## config.mk

```make
export PLATFORM = sky130hd
export DESIGN_NAME = regfile_writeback_arbiter
export DESIGN_NICKNAME = d
export VERILOG_FILES = /design/src/rtl/minirv_pkg.sv /design/src/rtl/wb_hold_slot.sv /design/src/rtl/regfile_writeback_arbiter.sv
export SDC_FILE = /design/constraint.sdc
export NUM_CORES = 1
export LEC_CHECK = 0
export BUFFER_PORTS_ARGS = -buffer_cell sky130_fd_sc_hd__buf_2
export CORE_MARGIN = 4
export CORE_UTILIZATION = 52
export CTS_BUF_LIST = sky130_fd_sc_hd__clkbuf_8 sky130_fd_sc_hd__clkbuf_16
export DETAILED_ROUTE_END_ITERATION = 12
export HOLD_SLACK_MARGIN = 0.02
export PLACE_DENSITY = 0.81
export SYNTH_ARGS = -nofsm -noshare
export SYNTH_HDL_FRONTEND = slang
export SYNTH_SLANG_ARGS = --single-unit
```

## constraint.sdc

```tcl
create_clock -name i_clk -period 1.5 [get_ports i_clk]
set_input_delay 0.15 -clock i_clk [delete_from_list [all_inputs] [get_ports i_clk]]
set_output_delay 0.15 -clock i_clk [all_outputs]
set_load 0.01 [all_outputs]
```

## src/rtl/minirv_pkg.sv

```systemverilog
// Shared constants and types for the minirv integer datapath.
// Holds register-file geometry and the writeback arbiter state encoding.
package minirv_pkg;

  localparam int DATA_W = 32;
  localparam int ADDR_W = 5;
  localparam int NREG   = 32;

  typedef enum logic {
    WB_EMPTY = 1'b0,
    WB_HELD  = 1'b1
  } wb_state_e;

  localparam logic [ADDR_W-1:0] REG_ZERO = 5'd0;

endpackage

```

## src/rtl/wb_hold_slot.sv

```systemverilog
// One-entry address+data holding register.
// Parks an ALU result that lost arbitration to a load.
module wb_hold_slot
  import minirv_pkg::*;
#(
  parameter int AW = ADDR_W,
  parameter int DW = DATA_W
) (
  input  logic          i_clk,
  input  logic          i_rst_n,
  input  logic          i_load,
  input  logic          i_clear,
  input  logic [AW-1:0] i_addr,
  input  logic [DW-1:0] i_data,
  output logic          o_valid,
  output logic [AW-1:0] o_addr,
  output logic [DW-1:0] o_data
);

  logic          r_valid;
  logic [AW-1:0] r_addr;
  logic [DW-1:0] r_data;

  // Load has priority over clear so a capture is never lost.
  always_ff @(posedge i_clk or negedge i_rst_n) begin
    if (!i_rst_n) begin
      r_valid <= 1'b0;
      r_addr  <= '0;
      r_data  <= '0;
    end else if (i_load) begin
      r_valid <= 1'b1;
      r_addr  <= i_addr;
      r_data  <= i_data;
    end else if (i_clear) begin
      r_valid <= 1'b0;
    end
  end

  assign o_valid = r_valid;
  assign o_addr  = r_addr;
  assign o_data  = r_data;

endmodule

```

## src/rtl/regfile_writeback_arbiter.sv

```systemverilog
// Merges ALU and load results onto the single register-file write port
// and tracks registers with outstanding loads for load-use stalls.
module regfile_writeback_arbiter
  import minirv_pkg::*;
#(
  parameter int DATA_W = minirv_pkg::DATA_W,
  parameter int ADDR_W = minirv_pkg::ADDR_W,
  parameter int NREG   = minirv_pkg::NREG
) (
  input  logic              i_clk,
  input  logic              i_rst_n,
  input  logic              i_alu_valid,
  input  logic [ADDR_W-1:0] i_alu_rd_addr,
  input  logic [DATA_W-1:0] i_alu_data,
  output logic              o_alu_ready,
  input  logic              i_mem_valid,
  input  logic [ADDR_W-1:0] i_mem_rd_addr,
  input  logic [DATA_W-1:0] i_mem_data,
  output logic              o_mem_ready,
  input  logic              i_ld_issue,
  input  logic [ADDR_W-1:0] i_ld_issue_addr,
  input  logic [ADDR_W-1:0] i_rs1_addr,
  input  logic [ADDR_W-1:0] i_rs2_addr,
  output logic              o_rs1_pending,
  output logic              o_rs2_pending,
  output logic [NREG-1:0]   o_pending_mask,
  output logic [ADDR_W-1:0] o_rd_addr,
  output logic [DATA_W-1:0] o_rd_data,
  output logic              o_reg_write
);

  wb_state_e         r_state;
  logic [ADDR_W-1:0] r_rd_addr;
  logic [DATA_W-1:0] r_rd_data;
  logic              r_reg_write;
  logic [NREG-1:0]   r_pending_mask;

  logic              w_empty;
  logic              w_mem_acc;
  logic              w_slot_load;
  logic              w_slot_valid;
  logic [ADDR_W-1:0] w_slot_addr;
  logic [DATA_W-1:0] w_slot_data;
  logic [NREG-1:0]   w_set;
  logic [NREG-1:0]   w_clr;

  assign w_empty     = (r_state == WB_EMPTY);
  assign w_mem_acc   = w_empty && i_mem_valid;
  assign w_slot_load = w_empty && i_mem_valid && i_alu_valid;

  wb_hold_slot #(
    .AW (ADDR_W),
    .DW (DATA_W)
  ) u_alu_slot (
    .i_clk   (i_clk),
    .i_rst_n (i_rst_n),
    .i_load  (w_slot_load),
    .i_clear (!w_empty),
    .i_addr  (i_alu_rd_addr),
    .i_data  (i_alu_data),
    .o_valid (w_slot_valid),
    .o_addr  (w_slot_addr),
    .o_data  (w_slot_data)
  );

  // Loads win a collision; the losing ALU result drains from the slot next cycle.
  always_ff @(posedge i_clk or negedge i_rst_n) begin
    if (!i_rst_n) begin
      r_state     <= WB_EMPTY;
      r_reg_write <= 1'b0;
      r_rd_addr   <= '0;
      r_rd_data   <= '0;
    end else begin
      case (r_state)
        WB_EMPTY: begin
          if (i_mem_valid) begin
            r_rd_addr   <= i_mem_rd_addr;
            r_rd_data   <= i_mem_data;
            r_reg_write <= (i_mem_rd_addr != REG_ZERO);
            if (i_alu_valid) r_state <= WB_HELD;
          end else if (i_alu_valid) begin
            r_rd_addr   <= i_alu_rd_addr;
            r_rd_data   <= i_alu_data;
            r_reg_write <= (i_alu_rd_addr != REG_ZERO);
          end else begin
            r_reg_write <= 1'b0;
          end
        end
        WB_HELD: begin
          r_rd_addr   <= w_slot_addr;
          r_rd_data   <= w_slot_data;
          r_reg_write <= w_slot_valid && (w_slot_addr != REG_ZERO);
          r_state     <= WB_EMPTY;
        end
        default: r_state <= WB_EMPTY;
      endcase
    end
  end

  always_comb begin
    w_set = '0;
    w_clr = '0;
    if (i_ld_issue && (i_ld_issue_addr != REG_ZERO)) w_set[i_ld_issue_addr] = 1'b1;
    if (w_mem_acc) w_clr[i_mem_rd_addr] = 1'b1;
  end

  // A new issue to the same register outranks the returning load's clear.
  always_ff @(posedge i_clk or negedge i_rst_n) begin
    if (!i_rst_n) r_pending_mask <= '0;
    else          r_pending_mask <= (r_pending_mask & ~w_clr) | w_set;
  end

  assign o_alu_ready    = w_empty;
  assign o_mem_ready    = w_empty;
  assign o_rs1_pending  = r_pending_mask[i_rs1_addr];
  assign o_rs2_pending  = r_pending_mask[i_rs2_addr];
  assign o_pending_mask = r_pending_mask;
  assign o_rd_addr      = r_rd_addr;
  assign o_rd_data      = r_rd_data;
  assign o_reg_write    = r_reg_write;

endmodule

```

==> results.py <==
metrics = {
    "die": {
        "dieWidth_um": 110,
        "die_h_um": 110,
        "start_util": 0.529,
        "coreArea_um2": 10300,
        "dieArea_um2": 12200,
        "ios": 168,
        "row_count": 37,
    },
    "layout": {
        "drive_above_1_share": 0.355,
        "antennaDiodeCount": 0,
        "layout.cells.non_filler": 869,
        "layout_common_cells": "166 x buf_2, 107 x dfrtp_1, 83 x o21ai_0",
        "mostFrequentLayoutCell": "buf_2",
        "nets": 822,
        "multi_input_area_um2": 2510,
        "ff_latch_area_um2": 2730,
        "area_delta_synth_final_pct": 27.0,
        "fill_cells": 790,
    },
    "clock_tree": {
        "h-tree-depth": 3,
        "cts_tree": "done",
        "clockRootBuffer": "clkbuf_8",
        "cts_buffers": 9,
        "cts_num_sinks": 109,
        "clkLatencyLatePin_ns": 0.36,
        "clockBufferDepth": 2,
        "path_clk_slew_ns": 0.09,
    },
    "hold_path": {
        "hold_class": "input pin to register",
        "whs_endpoint": "u_alu_slot.o_data[10]",
        "whs_path_depth": 2,
        "min-delay-start": "i_alu_data[10]",
    },
    "pwr": {
        "p_per_area_nw_per_um2": 1150,
        "p_int_uw": 5440,
        "pwr-share-clk": 0.246,
        "finalPower_uw": 7920,
        "sw_frac_of_total": 0.313,
        "seqPwrFrac": 0.495,
        "p_sw_uw": 2480,
        "comb_power_share": 0.259,
        "peakVddDrop_mv": 0.688,
        "p_leak_uw": 0.00321,
    },
    "worst_setup_path": {
        "reg2reg_depth": 3,
        "r2r_end": "o_reg_write",
        "crit_fanout": 4,
        "cp.arrival_ns": 1.68,
        "critPathRequiredTime_ns": 1.35,
        "ff2ff_setup_slack_ns": 0.08,
        "end_kind": "output port",
        "r2r_start": "u_alu_slot.o_addr[3]",
        "cp-start-kind": "register",
        "crit_type": "register to output port",
    },
    "placed_design": {
        "portBuffers": 167,
        "hpwlAfterDp_um": 11700,
        "gp_congestion": 0.911,
        "placed_cells": 836,
    },
    "flow_run": {
        "drv_cap": 0,
    },
    "timing": {
        "rsz0062_at_grt": "true",
        "fmax_mhz": 547,
        "timing.final.crit_period_ns": 1.83,
        "hold_violations": 0,
        "maxSlewViolCount": 0,
        "whs_ns": 0.0380,
        "slew_headroom": 0.715,
        "skew_ns": 0.0141,
        "worst_pin_slew_ns": 0.426,
        "finalCritPeriodShare": 1.22,
        "finalSetupViolCount": 2,
        "fin_ws_ns": -0.328,
    },
    "yosys": {
        "seq_area_frac_synth": 0.502,
        "synth_cell_types": 34,
        "syn_avg_cell_area_um2": 9.98,
        "syn-cell-area_um2": 5440,
        "syn_inst": 545,
        "synth-seq-cells": 109,
        "synth_fp_nets": 639,
        "synth_warnings": 0,
    },
    "routing": {
        "drc": 0,
        "routed_wl_um": 16200,
        "drtIter0Drc": 458,
        "viasPerCell": 5.97,
        "dr_total_vias": 5187,
        "first_pass_iters": 5,
        "wl_per_cell_um": 18.6,
        "ant_nets": 0,
    },
    "global_route": {
        "grt_pass1_wl_um": 25300,
        "grt_pass1_vias": 5184,
        "grt_overflow": 0,
        "grt_max_degree": 43,
        "grt_usage": 0.264,
        "antenna_found_initial": 0,
    },
    "outcome": {
        "violations": "setup timing",
        "status": "finished with violations",
    },
}
worst max path at each step:
stage	to	slack [ns]	cells past startpoint	from
floorplan	o_mem_ready	0.11	4	r_state
global route	o_rs1_pending	-0.47	6	o_pending_mask[31]
finish	o_rs1_pending	-0.33	6	o_pending_mask[19]
detailed placement	o_rs1_pending	-0.09	8	i_rs1_addr[1]
global placement	o_rs1_pending	-0.04	8	i_rs1_addr[1]
CTS	o_rs1_pending	-0.34	6	o_pending_mask[19]
sequential cells by signal, summed over array words and instances (netlist names):
name                cells
o_pending_mask         32
r_state                 1
o_reg_write             1
o_rd_addr               5
u_alu_slot.o_addr       5
u_alu_slot.o_valid      1
o_rd_data              32
u_alu_slot.o_data      32
stage by stage:
| step | cell area (µm²) | util | worst slack [ns] | TNS (ns) |
|---|---|---|---|---|
| after CTS | 6890 | 0.670 | -0.342 | -0.647 |
| after global routing | 6910 | 0.672 | -0.466 | -0.888 |
| final | 6910 | 0.672 | -0.328 | -0.610 |
| after detailed placement | 6500 | 0.633 | -0.0871 | -0.0871 |
| after global placement | 6500 | 0.633 | -0.0384 | -0.0384 |
| after floorplan | 5440 | - | 0.109 | 0 |
Yosys cell counts (all sizes together):
cell	instances	area, µm²
o21ai	99	495
a21oi	43	215
a21o	1	7.51
nand4b	2	17.5
or3	6	37.5
a22oi	8	60.1
buf	19	140
nor2	39	154
and2	2	12.5
a311o	2	20.0
nor2b	4	25.0
nand3	12	60.1
inv	6	22.5
dfrtp	109	2730
nand2b	2	12.5
o211ai	1	7.51
nand2	52	195
o22ai	40	250
mux2	37	488
nand3b	5	37.5
or3b	3	26.3
mux2i	32	320
o21a	1	7.51
or4	3	26.3
a211oi	2	15.0
clkbuf	15	56.3
power by group through the flow:
stage	clock network (µW)	logic [µW]	registers [µW]
5_1_grt	2100	2250	3980
3_5_place_dp	0	1980	3960
2_1_floorplan	0	974	3990
3_3_place_gp	0	1900	3930
6_report	1950	2050	3920
4_1_cts	1980	2050	3900
worst max-delay path, cell delays in order (launching register included):
cell      delay [ns]
dfrtp_1         0.41
mux2i_1         0.14
a22oi_1         0.11
nand4b_1        0.11
a21oi_1         0.05
a311o_1         0.35
buf_2           0.15
final cells by class:
class | count | share of cell area
Timing Repair Buffer | 206 | 0.181
Clock inverter | 6 | 0.0123
Inverter | 6 | 0.00362
Tap cell | 136 | 0.0246
Multi-Input combinational cell | 396 | 0.364
Clock buffer | 10 | 0.0199
Sequential cell | 109 | 0.395
what timing repair did:
item                                   4_1_cts  5_1_grt
pin swaps                                    2        1
buffers inserted                             4        1
resized for setup                            2        5
setup endpoints to repair                    4       41
hold buffers                                12        0
endpoints found under the hold margin       65        0
logic make-up after synthesis:
family / count (synthesis) / synth area share
compound gates: 197 / 0.198
buf+inv: 40 / 0.0403
flops: 109 / 0.502
mux: 69 / 0.149
simple gates: 130 / 0.111
metal layers:
| metal | up-vias | global-route usage | routed length [µm] | part of all wire |
|---|---|---|---|---|
| met1 | 2527 | 0.347 | 6460 | 0.40 |
| li1 | 2340 | - | - | - |
| met4 | 0 | 0.0853 | 237 | 0.015 |
| met3 | 27 | 0.0658 | 1650 | 0.10 |
| met5 | - | 0 | 0 | 0 |
| met2 | 293 | 0.432 | 7830 | 0.48 |
Note: power is estimated with default switching activity, not from simulation.
